<file path="config.mk">
export PLATFORM = sky130hd
export DESIGN_NAME = rotate_amount_finder
export DESIGN_NICKNAME = d
export VERILOG_FILES = /design/src/rtl/rotate_amount_finder.sv
export SDC_FILE = /design/constraint.sdc
export NUM_CORES = 1
export LEC_CHECK = 0
export CORE_ASPECT_RATIO = 1.4
export CORE_MARGIN = 3
export CORE_UTILIZATION = 53
export DETAILED_ROUTE_END_ITERATION = 16
export HOLD_SLACK_MARGIN = 0.15
export PLACE_DENSITY = 0.93
export SLEW_MARGIN = 20
export SYNTH_ARGS = -nofsm -noshare
export SYNTH_HDL_FRONTEND = slang
export SYNTH_SLANG_ARGS = --single-unit
</file>
<file path="constraint.sdc">
create_clock -name clk -period 4.8 [get_ports clk]
set_clock_uncertainty 0.15 [all_clocks]
set_input_delay 0.96 -clock clk [delete_from_list [all_inputs] [get_ports clk]]
set_output_delay 0.96 -clock clk [all_outputs]
set_load 0.01 [all_outputs]
</file>
<file path="src/rtl/rotate_amount_finder.sv">
// rotate_amount_finder
//
// Sequential inverse of the 8-bit rotator. Given an original byte `a` and a
// candidate byte `y`, it walks one right-rotation step per clock and reports
// whether `y` is a rotation of `a`, and by what amount and direction.
//
// Ports:
//   clk        in   system clock, rising edge
//   reset      in   synchronous, active-high reset
//   start      in   request, sampled only while not busy
//   a          in   original byte, captured on accepted start
//   y          in   target byte, captured on accepted start
//   busy       out  search in progress
//   done       out  one-cycle pulse, result valid
//   found      out  y is a rotation of a
//   amt        out  rotation amount (0..7)
//   direction  out  1 = rotate right, 0 = rotate left
//
// Build option:
//   ROTFIND_SHORTEST_EN  report the shortest rotation: right by k for k<=4,
//                        left by 8-k otherwise. Without it, always right by k.
//
// Only the target byte is kept after acceptance. The working register starts
// as a copy of `a` and is rotated in place, so no separate copy of `a` is needed.

module rotate_amount_finder (
    input  logic       clk,
    input  logic       reset,
    input  logic       start,
    input  logic [7:0] a,
    input  logic [7:0] y,
    output logic       busy,
    output logic       done,
    output logic       found,
    output logic [2:0] amt,
    output logic       direction
);

    typedef enum logic [1:0] {
        IDLE   = 2'd0,
        SEARCH = 2'd1,
        DONE   = 2'd2
    } state_t;

    state_t      state_reg;
    logic [7:0]  y_reg;      // captured target
    logic [7:0]  w_reg;      // working copy of a, rotated right k times
    logic [2:0]  k_reg;      // current step
    logic [7:0]  w_rot;      // w_reg rotated right by one
    logic [2:0]  res_amt;    // encoded amount for a match at k_reg
    logic        res_dir;    // encoded direction for a match at k_reg

    // Right rotation by one: bit 0 wraps into bit 7.
    generate
        for (genvar gi = 0; gi < 8; gi++) begin : g_rot
            assign w_rot[gi] = w_reg[(gi + 1) % 8];
        end
    endgenerate

`ifdef ROTFIND_SHORTEST_EN
    // Steps 5..7 to the right are shorter as 3..1 steps to the left.
    always_comb begin
        res_amt = k_reg;
        res_dir = 1'b1;
        if (k_reg > 3'd4) begin
            res_amt = 3'd0 - k_reg;  // 8 - k in 3 bits
            res_dir = 1'b0;
        end
    end
`else
    always_comb begin
        res_amt = k_reg;
        res_dir = 1'b1;
    end
`endif

    always_ff @(posedge clk) begin
        if (reset) begin
            state_reg <= IDLE;
            y_reg     <= 8'd0;
            w_reg     <= 8'd0;
            k_reg     <= 3'd0;
            busy      <= 1'b0;
            done      <= 1'b0;
            found     <= 1'b0;
            amt       <= 3'd0;
            direction <= 1'b0;
        end else begin
            done <= 1'b0;
            case (state_reg)
                IDLE, DONE: begin
                    // DONE accepts start directly, giving back-to-back searches.
                    if (start) begin
                        y_reg     <= y;
                        w_reg     <= a;
                        k_reg     <= 3'd0;
                        busy      <= 1'b1;
                        state_reg <= SEARCH;
                    end else begin
                        state_reg <= IDLE;
                    end
                end
                SEARCH: begin
                    if (w_reg == y_reg) begin
                        // First match wins: smallest right rotation.
                        found     <= 1'b1;
                        amt       <= res_amt;
                        direction <= res_dir;
                        busy      <= 1'b0;
                        done      <= 1'b1;
                        state_reg <= DONE;
                    end else if (k_reg == 3'd7) begin
                        found     <= 1'b0;
                        amt       <= 3'd0;
                        direction <= 1'b0;
                        busy      <= 1'b0;
                        done      <= 1'b1;
                        state_reg <= DONE;
                    end else begin
                        w_reg <= w_rot;
                        k_reg <= k_reg + 3'd1;
                    end
                end
                default: begin
                    busy      <= 1'b0;
                    state_reg <= IDLE;
                end
            endcase
        end
    end

endmodule
</file>
==> impl_metrics.ini <==
[cells_and_area]
fillCellCount = 181
num_antenna_cells = 0
fin_nets = 182
syn2layout_area_growth_pct = 20.5
drive_gt1_share_pct = 5.63
final_util_pct = 67.8

[floorplanning]
boundaryPins = 26
start_util_pct = 56.3
die_y_um = 62.9
die_w_um = 46.6
core_area_mm2 = 0.00218
placementRows = 20
die_area_mm2 = 0.00293

[power]
power_density_mw_per_mm2 = 312
power_leakage_nw = 0.520
p_clk_share_pct = 21.0
p_sw_w = 0.000136
total_power_w = 0.000461
ir_drop_uv = 198
seq_power_share_pct = 55.5
swShare_pct = 29.5
combPwrFrac_pct = 23.5
p_int_w = 0.000325

[sta]
holdWs_ns = 0.333
worst_pin_slew_ns = 0.996
post-route-period-util_pct = 51.0
fin_crit_ns = 2.45
hold_viol = 0
setup_viol = 0
drv_slew = 0
rsz0062_at_grt = false
relSlewSlack_pct = 33.4
clock.fmax_mhz = 408
tns_ns = 0
finalWorstSetupSlack_ns = 2.35

[grt]
grt_pass1_wl_mm = 4.02
grt_use_total_pct = 18.0
grt_overflow_total = 0
antenna_found_initial = 0
grt_pass1_vias = 968
grt_max_degree = 31

[logic_synthesis]
synthCells = 141
synthTopCellsByArea = dfxtp_1 44%, a221oi_1 5.7%, xnor2_1 5.7%, a211oi_1 5.5%, nand2_1 5.2%
synth_area_leader_cell = dfxtp_1
synth.distinct_cells = 28
synth_ff_type = dfxtp_1
synth-seq-cells = 27
synth-seq-area-share_pct = 44.1
synth_most_common_cell = dfxtp_1
synthesis.area_mm2 = 0.00122
postSynthNetCount = 162
avgSynthCellArea_um2 = 8.69
synth_edf_count = 0
synth_warnings = 0
synthArstFlopShare_pct = 0
synth.top_cell.area_share_pct = 44.1
yosys-top-cells-count = 27 x dfxtp_1, 17 x nand2_1, 12 x inv_1, 11 x a21oi_1, 10 x nor2_1

[worst_setup_path]
cpLargestDelayFamily = simple AND/OR/NAND/NOR gates
path_buf_inv = 1
crit_type = input pin to register
max_stage_delay_ns = 0.67
cp-start-kind = input pin
crit_path_end_kind = register
path_max_fanout = 10
worstPathCellList = clkdlybuf4s50_1, nor2b_1, a21oi_4, a211oi_1
required_ns = 4.88
slowest_stage = nor2b_1
cp.arrival_ns = 2.52

[placed_design]
place_hpwl_mm = 1.73
port_buffers = 25
dpl_worst_slack_ns = 1.99
place.gp.congestion = 0.794

[clock_tree]
tritoncts = built
clk_latency_ns = 0.32
numCtsBuffers = 3
post-cts-setup-buffers = 0
clk_pin_slew_worst_paths_ns = 0.14
clockRootBuffer = clkbuf_4
cts_resized = 0
cts_buffer_depth = 2
ctsHoldBuffers = 0
clock_sinks = 27
htree_num_levels = 1

[outcome]
status = complete, no violations

[detailed_routing]
dr_total_vias = 1026
drc = 0
wl_per_cell_um = 13.3
vias_per_cell = 5.64
dr.first_iter.drc_count = 20
drt_pre_antenna_iters = 4
drt-total-wl_mm = 2.43
ant_nets = 0

[job]
cap_violations = 0

[hold_path]
hp-class = register to register
## layer usage
| layer | part of all wire [%] | global-route usage, % | vias up |
|---|---|---|---|
| met4 | 0.86 | 6.92 | 0 |
| li1 | - | - | 522 |
| met5 | 0 | 0 | - |
| met1 | 42 | 22.7 | 468 |
| met2 | 52 | 29.0 | 34 |
| met3 | 5.7 | 3.75 | 2 |
## power groups by stage
stage | registers, W | clock network [W] | logic [W]
after global placement | 0.000260 | 0 | 0.000103
final | 0.000256 | 0.0000968 | 0.000108
after CTS | 0.000255 | 0.0000994 | 0.000108
after detailed placement | 0.000260 | 0 | 0.000108
after floorplan | 0.000258 | 0 | 0.0000795
after global routing | 0.000257 | 0.000106 | 0.000120
## worst paths after layout
| path | startpoint | slack, ns | endpoint | depth (start not counted) |
|---|---|---|---|---|
| setup / recovery | start | 2.35 | w_reg[0]$_SDFFE_PP0P_ | 4 |
| hold / removal | y_reg[4]$_SDFFE_PP0P_ | 0.33 | y_reg[4]$_SDFFE_PP0P_ | 2 |
| setup reg to reg | state_reg[0]$_SDFFE_PP0P_ | 2.72 | w_reg[1]$_SDFFE_PP0P_ | 5 |
| hold reg to reg | y_reg[4]$_SDFFE_PP0P_ | 0.33 | y_reg[4]$_SDFFE_PP0P_ | 2 |
## metrics by stage
step	area, um2	std cells
after CTS	1480	182
after floorplan	1220	141
after global routing	1480	182
after detailed placement	1450	178
final	1480	182
after global placement	1450	178
## placed cells by master (no fill, tap or decap), drive strengths merged
cell,count
dfxtp,27
clkdlybuf4s50,25
nand2,17
a21oi,13
inv,12
nor2,11
a211oi,9
xnor2,8
a221oi,8
nand2b,5
nand4,4
o32ai,3
nor2b,3
clkbuf,3
nand3,2
and2b,2
ha,2
o21ai,2
or2,1
or3,1
mux2i,1
clkinv,1
## worst register-to-register path, stage by stage, from the launching register on
cell,delay (ns)
dfxtp_1,0.41
nand2b_1,0.41
nor2_2,0.33
o21ai_2,0.23
a221oi_1,0.33
a211oi_1,0.08
## cell families after synthesis
family          Yosys count  synth area share [%]
simple gates             46                  18.2
compound gates           35                  21.0
flops                    27                  44.1
buf+inv                  22                  8.07
xor+xnor                  8                  5.72
fa+ha+maj                 2                  2.04
mux                       1                 0.817
## cell type report
type | count | area [um2] | share of cell area (%)
flip-flops and latches | 27 | 541 | 36.6
repair buffers | 25 | 250 | 16.9
well taps | 22 | 27.5 | 1.86
clock buffers | 3 | 22.5 | 1.53
clock inverters | 1 | 5.00 | 0.339
inverters | 12 | 45.0 | 3.05
multi-input cells | 92 | 586 | 39.7
Power figures use the tool's default switching activity.
